$ cat config.mk
export PLATFORM = sky130hd
export DESIGN_NAME = dot_product_feeder
export DESIGN_NICKNAME = d
export VERILOG_FILES = /design/src/rtl/dot_product_feeder.sv
export SDC_FILE = /design/constraint.sdc
export NUM_CORES = 1
export LEC_CHECK = 0
export CAP_MARGIN = 25
export CORE_MARGIN = 5
export CORE_UTILIZATION = 45
export DETAILED_ROUTE_END_ITERATION = 10
export PLACE_DENSITY_LB_ADDON = 0.3
export SLEW_MARGIN = 20
export SYNTH_ARGS = -nofsm -noshare
export SYNTH_HDL_FRONTEND = slang
export SYNTH_SLANG_ARGS = --single-unit
$ cat constraint.sdc
create_clock -name i_clk -period 2.25 [get_ports i_clk]
set_clock_uncertainty 0.15 [all_clocks]
set_input_delay 0.45 -clock i_clk [delete_from_list [all_inputs] [get_ports i_clk]]
set_output_delay 0.45 -clock i_clk [all_outputs]
set_load 0.05 [all_outputs]
$ cat src/rtl/dot_product_feeder.sv
// Serial dot-product feeder: streams one A/B vector pair into the engine and returns the per-vector result.
// Optional WAIT-state timeout is built only when DOT_FEED_TIMEOUT_EN is defined.
module dot_product_feeder #(
  parameter int WIDTH   = 8,
  parameter int N       = 4,
  parameter int TIMEOUT = 16,
  localparam int RES_W  = 2*WIDTH + $clog2(N)
) (
  input  logic               i_clk,
  input  logic               i_rst_n,
  input  logic               i_req_valid,
  output logic               o_req_ready,
  input  logic [N*WIDTH-1:0] i_req_a,
  input  logic [N*WIDTH-1:0] i_req_b,
  output logic               o_elem_valid,
  output logic [WIDTH-1:0]   o_elem_a,
  output logic [WIDTH-1:0]   o_elem_b,
  input  logic [RES_W-1:0]   i_dp_result,
  input  logic               i_dp_valid,
  output logic               o_rsp_valid,
  input  logic               i_rsp_ready,
  output logic [RES_W-1:0]   o_rsp_data,
  output logic               o_rsp_timeout,
  output logic               o_busy
);

  localparam int IDX_W = $clog2(N);
  localparam logic [IDX_W-1:0] LAST_IDX = IDX_W'(N - 1);

  if (N < 2 || TIMEOUT < 1) begin : g_param_check
    $error("dot_product_feeder: N must be >= 2 and TIMEOUT >= 1");
  end

  typedef enum logic [1:0] {ST_IDLE, ST_SEND, ST_WAIT, ST_RESP} state_t;

  state_t               r_state;
  logic [IDX_W-1:0]     r_idx;
  logic [N*WIDTH-1:0]   r_sh_a;
  logic [N*WIDTH-1:0]   r_sh_b;
  logic [RES_W-1:0]     r_base;
  logic                 r_elem_valid;
  logic [WIDTH-1:0]     r_elem_a;
  logic [WIDTH-1:0]     r_elem_b;
  logic                 r_rsp_valid;
  logic [RES_W-1:0]     r_rsp_data;

`ifdef DOT_FEED_TIMEOUT_EN
  localparam int CNT_W = $clog2(TIMEOUT + 1);
  logic [CNT_W-1:0]     r_cnt;
  logic                 r_rsp_timeout;
  assign o_rsp_timeout = r_rsp_timeout;
`else
  assign o_rsp_timeout = 1'b0;
`endif

  assign o_req_ready  = (r_state == ST_IDLE);
  assign o_busy       = (r_state != ST_IDLE);
  assign o_elem_valid = r_elem_valid;
  assign o_elem_a     = r_elem_a;
  assign o_elem_b     = r_elem_b;
  assign o_rsp_valid  = r_rsp_valid;
  assign o_rsp_data   = r_rsp_data;

  always_ff @(posedge i_clk) begin
    if (!i_rst_n) begin
      r_state      <= ST_IDLE;
      r_idx        <= '0;
      r_sh_a       <= '0;
      r_sh_b       <= '0;
      r_base       <= '0;
      r_elem_valid <= 1'b0;
      r_elem_a     <= '0;
      r_elem_b     <= '0;
      r_rsp_valid  <= 1'b0;
      r_rsp_data   <= '0;
`ifdef DOT_FEED_TIMEOUT_EN
      r_cnt         <= '0;
      r_rsp_timeout <= 1'b0;
`endif
    end else begin
      case (r_state)
        ST_IDLE: begin
          if (i_req_valid) begin
            // Element 0 goes straight to the output; the shifters hold the rest.
            r_elem_valid <= 1'b1;
            r_elem_a     <= i_req_a[WIDTH-1:0];
            r_elem_b     <= i_req_b[WIDTH-1:0];
            r_sh_a       <= i_req_a >> WIDTH;
            r_sh_b       <= i_req_b >> WIDTH;
            r_idx        <= '0;
            r_state      <= ST_SEND;
          end
        end
        ST_SEND: begin
          if (r_idx == LAST_IDX) begin
            r_elem_valid <= 1'b0;
            r_elem_a     <= '0;
            r_elem_b     <= '0;
            r_state      <= ST_WAIT;
`ifdef DOT_FEED_TIMEOUT_EN
            r_cnt        <= '0;
`endif
          end else begin
            r_elem_a <= r_sh_a[WIDTH-1:0];
            r_elem_b <= r_sh_b[WIDTH-1:0];
            r_sh_a   <= r_sh_a >> WIDTH;
            r_sh_b   <= r_sh_b >> WIDTH;
            r_idx    <= r_idx + 1'b1;
          end
        end
        ST_WAIT: begin
          // The engine total never clears, so the result is the delta from the last total.
          if (i_dp_valid) begin
            r_rsp_data  <= i_dp_result - r_base;
            r_base      <= i_dp_result;
            r_rsp_valid <= 1'b1;
            r_state     <= ST_RESP;
          end
`ifdef DOT_FEED_TIMEOUT_EN
          else if (r_cnt == CNT_W'(TIMEOUT - 1)) begin
            r_rsp_data    <= '0;
            r_rsp_timeout <= 1'b1;
            r_rsp_valid   <= 1'b1;
            r_state       <= ST_RESP;
          end else begin
            r_cnt <= r_cnt + 1'b1;
          end
`endif
        end
        ST_RESP: begin
          if (i_rsp_ready) begin
            r_rsp_valid <= 1'b0;
            r_rsp_data  <= '0;
`ifdef DOT_FEED_TIMEOUT_EN
            r_rsp_timeout <= 1'b0;
`endif
            r_state     <= ST_IDLE;
          end
        end
        default: r_state <= ST_IDLE;
      endcase
    end
  end

endmodule

==> out/qor.yml, run 1 <==
drt.antenna.violating_nets: 0
fp.dieW_um: 119
avgSynthCellArea_um2: 8.90
hold_viol_final: 0
numCtsBuffers: 9
overflow: 0
pin_count: 126
viasPerCell: 5.43
setup_viol: 1
grt_pass1_vias: 4975
synth_edf_count: 0
use_met1: 0.231
fmax_ghz: 0.438
path_max_fanout: 5
synth_area_leaders: "dfxtp_1 40%, o211a_1 7.3%, nand2_1 6.9%"
drc_errors: 0
slew_headroom: 0.635
postLayoutSetupSlackWorst_ns: -0.0345
drive_gt1_frac: 0.154
io_buffers: 124
cts_tree: "built"
wl_per_cell_um: 15.5
antenna_found_initial: 0
irDropWorstVdd_mv: 0.570
gr-usage-met2: 0.332
syn_inst: 602
placed_cell_area_um2: 7190
required_ns: 2.35
place_hpwl_um: 10400
reg2regPathDepth: 8
netlist_top_cells_count: "106 x dfxtp_1, 99 x nand2_1, 39 x o211a_1"
core-area_um2: 11600
rows: 39
dieArea_um2: 14200
vias: 4912
dr.first_iter.drc_count: 315
whs_ns: 0.252
fin_crit_sh: 1.02
synth-seq-cells: 106
max_cap_viol_count: 0
place_congestion: 0.923
clk_pin_slew_ns: 0.07
async_reset_ff_frac: 0
hold_buffers: 0
violations: "setup timing"
num_antenna_cells: 0
worstHoldPathType: "primary input to flip-flop"
start_kind: "primary input"
wirelength_um: 14000
status: "finished with violations"
start_util: 0.463
finalMaxSlewViolations: 0
cts.htree.levels: 3
yosysWarnings: 0
dr.pass1.iters: 4
gr-usage-met3: 0.0422
grt_use_total: 0.193
synth_ff_type: "dfxtp_1"
grt.busiest_layer: "met2"
worst_slew_pin_slew_ns: 0.546
grt_pass1_wl_um: 23000
synthesis.area_um2: 5360
grt_start_max_net_pins: 65
synth_top_area_cell: "dfxtp_1"
rsz0062_at_grt: "true"
fin_nets: 866
cts-root-buf: "clkbuf_16"
syn_to_final_growth_pct: 41.8
leakagePower_uw: 0.00324
yosysSeqAreaShare: 0.396
crit_path_end_kind: "flip-flop"
path_class: "primary input to flip-flop"
clk_path_buf_depth: 2
critical_path_arrival_ns: 2.38
clkLatencyLatePin_ns: 0.35
die_h_um: 119
synth.top_cell.area_share: 0.396
clkSinkCount: 106
yosysMostFrequentCell: "dfxtp_1"
powerDensity_nw_per_um2: 1060
finalInstanceArea_um2: 7600
min_period_ns: 2.28
syn-num-nets: 712
synth_cell_types: 55
hold_depth: 2
-- layout make-up --
type	instances	area, µm²
clock buffer	11	253
clock inverter	5	67.6
sequential	106	2130
timing repair buffer	183	1710
multi-input combinational	423	3120
fill	956	3970
inverter	33	136
tap	143	179
-- worst max-delay path, stage by stage --
cell and delay [ns]:
dlygate4sd2_1 0.28, ha_4 0.28, a21o_1 0.18, o311a_4 0.39, o21a_1 0.19, or3_1 0.34, a32o_1 0.26
-- repair_timing --
item | CTS | global route
resized for setup | 27 | 7
gates cloned | 0 | 0
pin swaps | 9 | 4
endpoints found under the setup margin | 12 | 19
buffers inserted | 1 | 0
-- stage by stage --
step	std cells	setup slack, ns	TNS, ns	total power (µW)	util
global placement	886	-0.759	-11.35	6260	0.621
finish	904	-0.0345	-0.0345	8070	0.657
detailed placement	887	-0.786	-7.92	6390	0.622
global route	904	-0.0852	-0.167	8550	0.657
floorplan	602	-0.0733	-0.139	5100	-
CTS	904	-0.0195	-0.0291	8110	0.654
-- power breakdown --
part	switching [µW]	total, µW	internal, µW
registers	279	2650	2370
logic	2100	3730	1630
clock network	749	1690	943
-- registers in the layout, indices dropped and copies added (netlist names) --
signal	count
o_elem_a	8
o_elem_b	8
o_elem_valid	1
o_rsp_data	18
o_rsp_valid	1
r_base	18
r_idx	2
r_sh_a	24
r_sh_b	24
r_state	2
-- cells by family after synthesis --
logic type,share of synthesized area
compound gates,0.247
xor+xnor,0.0114
fa+ha+maj,0.0551
buf+inv,0.0528
flops,0.396
mux,0.0696
other cells,0.000700
simple gates,0.168
-- path summary, 6_finish.rpt --
path,from,endpoint,slack (ns)
worst max-delay path,i_dp_result[5],o_rsp_data[10]$_SDFFE_PN0P_,-0.03
worst min-delay path,i_rst_n,r_base[5]$_SDFFE_PN0P_,0.25
worst max register to register,r_base[0]$_SDFFE_PN0P_,o_rsp_data[10]$_SDFFE_PN0P_,-0.02
worst min register to register,o_rsp_data[13]$_SDFFE_PN0P_,o_rsp_data[13]$_SDFFE_PN0P_,0.31
-- routing by layer --
metal / wire (µm) / up-vias
li1: - / 2435
met1: 5970 / 2315
met2: 6920 / 137
met3: 747 / 25
met4: 366 / 0
met5: 0 / -
-- placed cells by master (no fill, tap or decap), types with 3 or more instances in the layout --
cell type	n
a21boi_0	21
dlygate4sd2_1	6
nor2b_1	34
o21ai_1	4
buf_12	4
nor2_1	15
a221oi_1	9
mux2i_1	34
xor2_1	3
xnor2_1	4
inv_1	32
a22oi_1	20
nor3b_1	10
buf_4	57
o31ai_1	5
o211a_1	39
dfxtp_2	3
a21o_1	8
nand3_1	5
ha_4	8
and2_1	5
o21a_1	4
a21oi_1	16
clkbuf_16	9
ha_1	11
o21ai_0	8
nand2b_1	4
dfxtp_1	103
o221ai_1	7
ha_2	3
clkdlybuf4s50_1	112
nand2_1	99
nor3_1	5
Power figures use the tool's default switching activity.
==> run 2, diff against run 1 <==
--- a/config.mk
+++ b/config.mk
@@ -7,7 +7,7 @@
 export LEC_CHECK = 0
 export CAP_MARGIN = 25
 export CORE_MARGIN = 5
-export CORE_UTILIZATION = 45
+export CORE_UTILIZATION = 54
 export DETAILED_ROUTE_END_ITERATION = 10
 export PLACE_DENSITY_LB_ADDON = 0.3
 export SLEW_MARGIN = 20
==> constraint.sdc (replaced) <==
create_clock -name i_clk -period 2.7 [get_ports i_clk]
set_clock_uncertainty 0.15 [all_clocks]
set_input_delay 0.54 -clock i_clk [delete_from_list [all_inputs] [get_ports i_clk]]
set_output_delay 0.54 -clock i_clk [all_outputs]
set_load 0.05 [all_outputs]
==> run 2 against run 1 <==
Against the previous run: the run still ends with setup timing left; global-route usage increased by 4.3 points; first-iteration DRC count decreased by 26%; routed wire length decreased by 1.3%; critical endpoint unchanged; die area decreased by 15%; sequential cell count unchanged; clock power decreased by 43%.
==> out/qor.yml, run 2 (synthesized netlist as in run 1, its figures left out) <==
combinationalPowerShare: 0.482  # +0.020
grt_pass1_wl_um: 22700  # -1.1%
finalMaxSlewViolations: 0  # unchanged
final_common_cell: "clkdlybuf4s50_1"
dieArea_um2: 12000  # -15%
cts.htree.levels: 3  # unchanged
cts_tree: "built"
rr_endpoint: "o_rsp_data[10]$_SDFFE_PN0P_"
stdcell_count: 878  # -2.9%
powerDensity_nw_per_um2: 852  # -20%
fp.dieW_um: 110  # -8.0%
grt_use_total: 0.236  # +0.0430
worstHoldPathType: "flip-flop to flip-flop"
hold_buffers: 0  # unchanged
grt_start_max_net_pins: 53  # -18%
place_congestion: 0.897  # -2.9%
vias: 4875  # -0.75%
overflow: 0  # unchanged
mostFrequentLayoutCells: "121 x clkdlybuf4s50_1, 106 x dfxtp_1, 99 x nand2_1"
max_cap_viol_count: 0  # unchanged
fin_nets: 850  # -1.8%
rsz0062_at_grt: "true"
crit_path_end_kind: "flip-flop"
worstReg2RegStart: "r_base[3]$_SDFFE_PN0P_"
dp_cells: 862  # -2.8%
wirelength_um: 13800  # -1.3%
fin_crit_sh: 1.01
setup-tns-final_ns: -0.0401  # -0.00557 ns
drive_gt1_frac: 0.107  # -0.0464
hold_depth: 2  # unchanged
setup_viol: 1  # unchanged
leakagePower_uw: 0.00306  # -5.7%
clk_pin_slew_ns: 0.10  # +0.03 ns
rrSetupSlack_ns: 0.25  # +0.27 ns
status: "finished with violations"
seq_power_share: 0.360  # +0.032
clk_path_buf_depth: 2  # unchanged
core-area_um2: 9730  # -16%
drc_errors: 0  # unchanged
switchingPower_uw: 2520  # -20%
grt_pass1_vias: 4945  # -0.60%
critical_path_arrival_ns: 2.85  # +0.47 ns
rows: 36  # -7.7%
wl_per_cell_um: 15.8  # +1.7%
start_kind: "primary input"
hp-start: "o_rsp_data[13]$_SDFFE_PN0P_"
dr.first_iter.drc_count: 232  # -26%
fin_util: 0.736  # +0.0792
postLayoutSetupSlackWorst_ns: -0.0401  # -0.00557 ns
num_antenna_cells: 0  # unchanged
antenna_found_initial: 0  # unchanged
whs_endpoint: "o_rsp_data[13]$_SDFFE_PN0P_"
p_sw_frac: 0.412  # +0.0238
place_hpwl_um: 10500  # +0.52%
reg_top3: "r_sh_a x24, r_sh_b x24"
syn_to_final_growth_pct: 33.7
worst_slew_pin_slew_ns: 0.753  # +0.207 ns
clkLatencyLatePin_ns: 0.36  # about the same
clkSinkCount: 106  # unchanged
numCtsBuffers: 9  # unchanged
min_period_ns: 2.74
io_buffers: 124  # unchanged
p_int_uw: 3590  # -27%
die_h_um: 110  # -8.0%
slew_headroom: 0.496  # -0.139
pin_count: 126  # unchanged
reg2regPathDepth: 8  # unchanged
cts-root-buf: "clkbuf_8"
path_max_fanout: 4  # -1
hold_viol_final: 0  # unchanged
viasPerCell: 5.55  # +2.2%
path_class: "primary input to flip-flop"
irDropWorstVdd_mv: 0.546  # -4.2%
required_ns: 2.81  # +0.46 ns
p_clk_frac: 0.157  # -0.053
fmax_ghz: 0.365
dr.pass1.iters: 5  # +1
drt.antenna.violating_nets: 0  # unchanged
start_util: 0.551  # +0.0874
violations: "setup timing"
-- run 2: changes by cell type in the layout (fill, tap and decap cells not counted), sizes merged --
cell,before,now
buf,63,45
clkdlybuf4s50,112,121
dlygate4sd2,6,0
clkinvlp,0,2
bufinv,1,0
clkdlybuf4s15,1,0
clkinv,1,0
-- run 2: layer usage --
layer / vias up / routed length, µm / GRT usage / part of all wire
met3: 18 / 816 / 0.0464 / 0.059
met5: - / 0 / 0 / 0
met4: 0 / 209 / 0.0757 / 0.015
li1: 2405 / - / - / -
met1: 2296 / 6060 / 0.302 / 0.44
met2: 156 / 6740 / 0.401 / 0.49
-- run 2: critical path, stage by stage --
cell             delay, ns
clkdlybuf4s50_1       0.45
ha_1                  0.37
o211ai_2              0.21
a21oi_2               0.07
o311a_4               0.41
o21a_1                0.21
or3_1                 0.33
a32o_1                0.26
-- run 2: worst max-delay path by stage --
stage,from,to,slack (ns),depth (start not counted)
5_1_grt,i_dp_result[0],o_rsp_data[10]$_SDFFE_PN0P_,-0.08,10
2_1_floorplan,i_dp_result[0],o_rsp_data[10]$_SDFFE_PN0P_,0.22,9
3_5_place_dp,i_dp_result[0],o_rsp_data[14]$_SDFFE_PN0P_,-0.45,10
3_3_place_gp,i_dp_result[0],o_rsp_data[14]$_SDFFE_PN0P_,-0.38,10
6_report,i_dp_result[3],o_rsp_data[10]$_SDFFE_PN0P_,-0.04,8
4_1_cts,i_dp_result[3],o_rsp_data[10]$_SDFFE_PN0P_,0.0001,8
-- run 2: cell type report --
type | count | area (µm²)
Tap cell | 133 | 166
Fill cell | 734 | 2560
Sequential cell | 106 | 2120
Inverter | 33 | 124
Timing Repair Buffer | 167 | 1560
Multi-Input combinational cell | 423 | 2990
Clock inverter | 5 | 43.8
Clock buffer | 11 | 151
-- run 2: power by group through the flow --
| stage | Combinational [µW] | Clock, µW | Sequential (µW) |
|---|---|---|---|
| floorplan | 1630 | 0 | 2580 |
| global placement | 2820 | 0 | 2210 |
| detailed placement | 2930 | 0 | 2230 |
| CTS | 2950 | 988 | 2200 |
| global route | 3230 | 1060 | 2250 |
| finish | 2950 | 962 | 2200 |
-- run 2: timing repair --
| action | 4_1_cts | 5_1_grt |
|---|---|---|
| resized for setup | 3 | 4 |
| setup endpoints to repair | 3 | 5 |
| setup buffers | 0 | 0 |
| gates cloned | 0 | 0 |
| endpoints found under the hold margin | 0 | 0 |
-- run 2: per-stage QoR --
step           instance area (µm²)  hold slack [ns]  total power (µW)  worst slack [ns]
2_1_floorplan                 5360            0.293              4220             0.218
3_3_place_gp                  6930            0.290              5030            -0.385
3_5_place_dp                  6940            0.296              5170            -0.449
4_1_cts                       7150            0.320              6140          0.000113
5_1_grt                       7160            0.334              6530           -0.0816
6_report                      7160            0.313              6110           -0.0401
==> run 3, diff against run 2 <==
--- a/config.mk
+++ b/config.mk
@@ -6,7 +6,8 @@
 export NUM_CORES = 1
 export LEC_CHECK = 0
 export CAP_MARGIN = 25
-export CORE_MARGIN = 5
+export CORE_ASPECT_RATIO = 0.9
+export CORE_MARGIN = 2
 export CORE_UTILIZATION = 54
 export DETAILED_ROUTE_END_ITERATION = 10
 export PLACE_DENSITY_LB_ADDON = 0.3
==> run 3 against run 2 <==
Against the previous run: the run now ends clean; core utilization rose by 0.27 points; global-route usage rose by 1.7 points; sequential power barely moved; register-to-register slack improved by 0.04 ns; largest cell class unchanged; total power rose by 0.54%; final area fell by 0.38%; via count fell by 0.86%; critical endpoint is now o_rsp_data[15]$_SDFFE_PN0P_; clock power rose by 3.5%; sequential share of layout area rose by 0.11 points; largest power group unchanged.
==> out/qor.yml, run 3 (synthesized netlist as in run 1, its figures left out) <==
antenna_found_initial: 0  # unchanged
grt_use_total: 0.254  # +0.0175
fin_crit_sh: 0.982  # -0.0333
rr_endpoint: "o_elem_a[7]$_SDFFE_PN0P_"
path_max_fanout: 4  # unchanged
mostFrequentLayoutCells: "121 x clkdlybuf4s50_1, 106 x dfxtp_1, 99 x nand2_1"
grt_pass1_vias: 4690  # -5.2%
placed_cell_area_um2: 6910  # -0.40%
syn_to_final_growth_pct: 33.1
rows: 34  # -5.6%
post_cts_buffers: 0  # unchanged
overflow: 0  # unchanged
rrSetupSlack_ns: 0.29  # +0.04 ns
dp_cells: 852  # -1.2%
core-area_um2: 9660  # -0.75%
worstReg2RegStart: "r_state[1]$_SDFFE_PN0P_"
hp-start: "o_rsp_data[13]$_SDFFE_PN0P_"
dr.first_iter.drc_count: 321  # +38%
dieArea_um2: 10700  # -11%
drt.antenna.violating_nets: 0  # unchanged
numCtsBuffers: 9  # unchanged
grt_pass1_wl_um: 22000  # -3.3%
setup_viol: 0  # -1
pin_count: 126  # unchanged
required_ns: 2.81  # about the same
place_congestion: 0.964  # +7.5%
fp.dieW_um: 109  # -0.56%
wl_per_cell_um: 15.3  # -2.6%
worstHoldPathType: "flip-flop to flip-flop"
io_buffers: 124  # unchanged
finalMaxSlewViolations: 0  # unchanged
reg2regPathDepth: 7  # -1
hold_buffers: 0  # unchanged
cts-root-buf: "clkbuf_8"
fmax_ghz: 0.377  # +3.4%
fin_nets: 847  # -0.35%
vias: 4833  # -0.86%
num_antenna_cells: 0  # unchanged
final_common_cell: "clkdlybuf4s50_1"
leakagePower_uw: 0.00305  # -0.28%
cts_tree: "built"
start_kind: "primary input"
clkLatencyLatePin_ns: 0.37  # about the same
crit_path_end_kind: "flip-flop"
finalInstanceArea_um2: 7140  # -0.38%
status: "completed"
dr.pass1.iters: 5  # unchanged
drc_errors: 0  # unchanged
path_class: "primary input to flip-flop"
max_cap_viol_count: 0  # unchanged
critical_path_arrival_ns: 2.76  # -0.09 ns
viasPerCell: 5.57  # +0.28%
reg_top3: "r_sh_a x24, r_sh_b x24"
slew_headroom: 0.491  # -0.00482
place_hpwl_um: 9790  # -6.8%
clk_pin_slew_ns: 0.10  # about the same
cts.htree.levels: 3  # unchanged
clk_path_buf_depth: 2  # unchanged
die_h_um: 98.5  # -10%
stdcell_count: 868  # -1.1%
fin_util: 0.739  # +0.00268
hold_depth: 2  # unchanged
hold_viol_final: 0  # unchanged
drive_gt1_frac: 0.0997  # -0.00765
powerDensity_nw_per_um2: 860  # +0.93%
worst_slew_pin_slew_ns: 0.761  # +0.00721 ns
grt_start_max_net_pins: 53  # unchanged
whs_endpoint: "o_rsp_data[13]$_SDFFE_PN0P_"
start_util: 0.555  # +0.00414
clkSinkCount: 106  # unchanged
min_period_ns: 2.65  # -0.0898 ns
irDropWorstVdd_mv: 0.738  # +35%
wirelength_um: 13300  # -3.7%
run 3: metal layers:
metal	track usage	part of all wire	routed length, µm	vias to the layer above
met5	0	0	0	-
met4	0.0700	0.013	167	0
met3	0.0648	0.067	891	15
met2	0.413	0.48	6380	141
met1	0.334	0.44	5870	2280
li1	-	-	-	2397
run 3: worst max-delay path by stage:
| stage | from | endpoint | cells after the start |
|---|---|---|---|
| 3_3_place_gp | i_dp_result[0] | o_rsp_data[14]$_SDFFE_PN0P_ | 10 |
| 6_report | i_dp_result[1] | o_rsp_data[15]$_SDFFE_PN0P_ | 8 |
| 3_5_place_dp | i_dp_result[0] | o_rsp_data[14]$_SDFFE_PN0P_ | 10 |
| 4_1_cts | r_state[0]$_SDFFE_PN0P_ | o_req_ready | 3 |
| 5_1_grt | i_dp_result[1] | o_rsp_data[7]$_SDFFE_PN0P_ | 9 |
| 2_1_floorplan | i_dp_result[0] | o_rsp_data[10]$_SDFFE_PN0P_ | 9 |
run 3: what timing repair did:
action,CTS,global route
pin swaps,0,2
endpoints found under the setup margin,1,5
resized for setup,1,5
run 3: power by group:
group | internal, µW | total, µW | switching, µW
Sequential | 1970 | 2200 | 232
Clock | 453 | 996 | 543
Combinational | 1220 | 2940 | 1720
run 3: area by class of cell:
class / count / area (µm²)
clock inverter: 5 / 53.8
fill: 729 / 2520
tap: 126 / 158
sequential: 106 / 2120
timing repair buffer: 164 / 1540
clock buffer: 11 / 141
inverter: 33 / 124
multi-input combinational: 423 / 3000
run 3: critical path, stage by stage:
cell             delay [ns]
clkdlybuf4s50_1        0.47
ha_1                   0.31
nor2b_1                0.14
o31a_1                 0.31
a211oi_4               0.33
o21ai_2                0.11
a31o_2                 0.25
a221o_1                0.30
run 3: stage by stage:
stage / total power, µW / hold slack [ns] / setup TNS (ns) / worst slack (ns)
floorplan: 4220 / 0.293 / 0 / 0.218
global placement: 5030 / 0.292 / -1.92 / -0.382
detailed placement: 5160 / 0.298 / -2.72 / -0.415
CTS: 6150 / 0.320 / 0 / 0.0266
global route: 6540 / 0.333 / -0.0190 / -0.0190
finish: 6140 / 0.317 / 0 / 0.0497
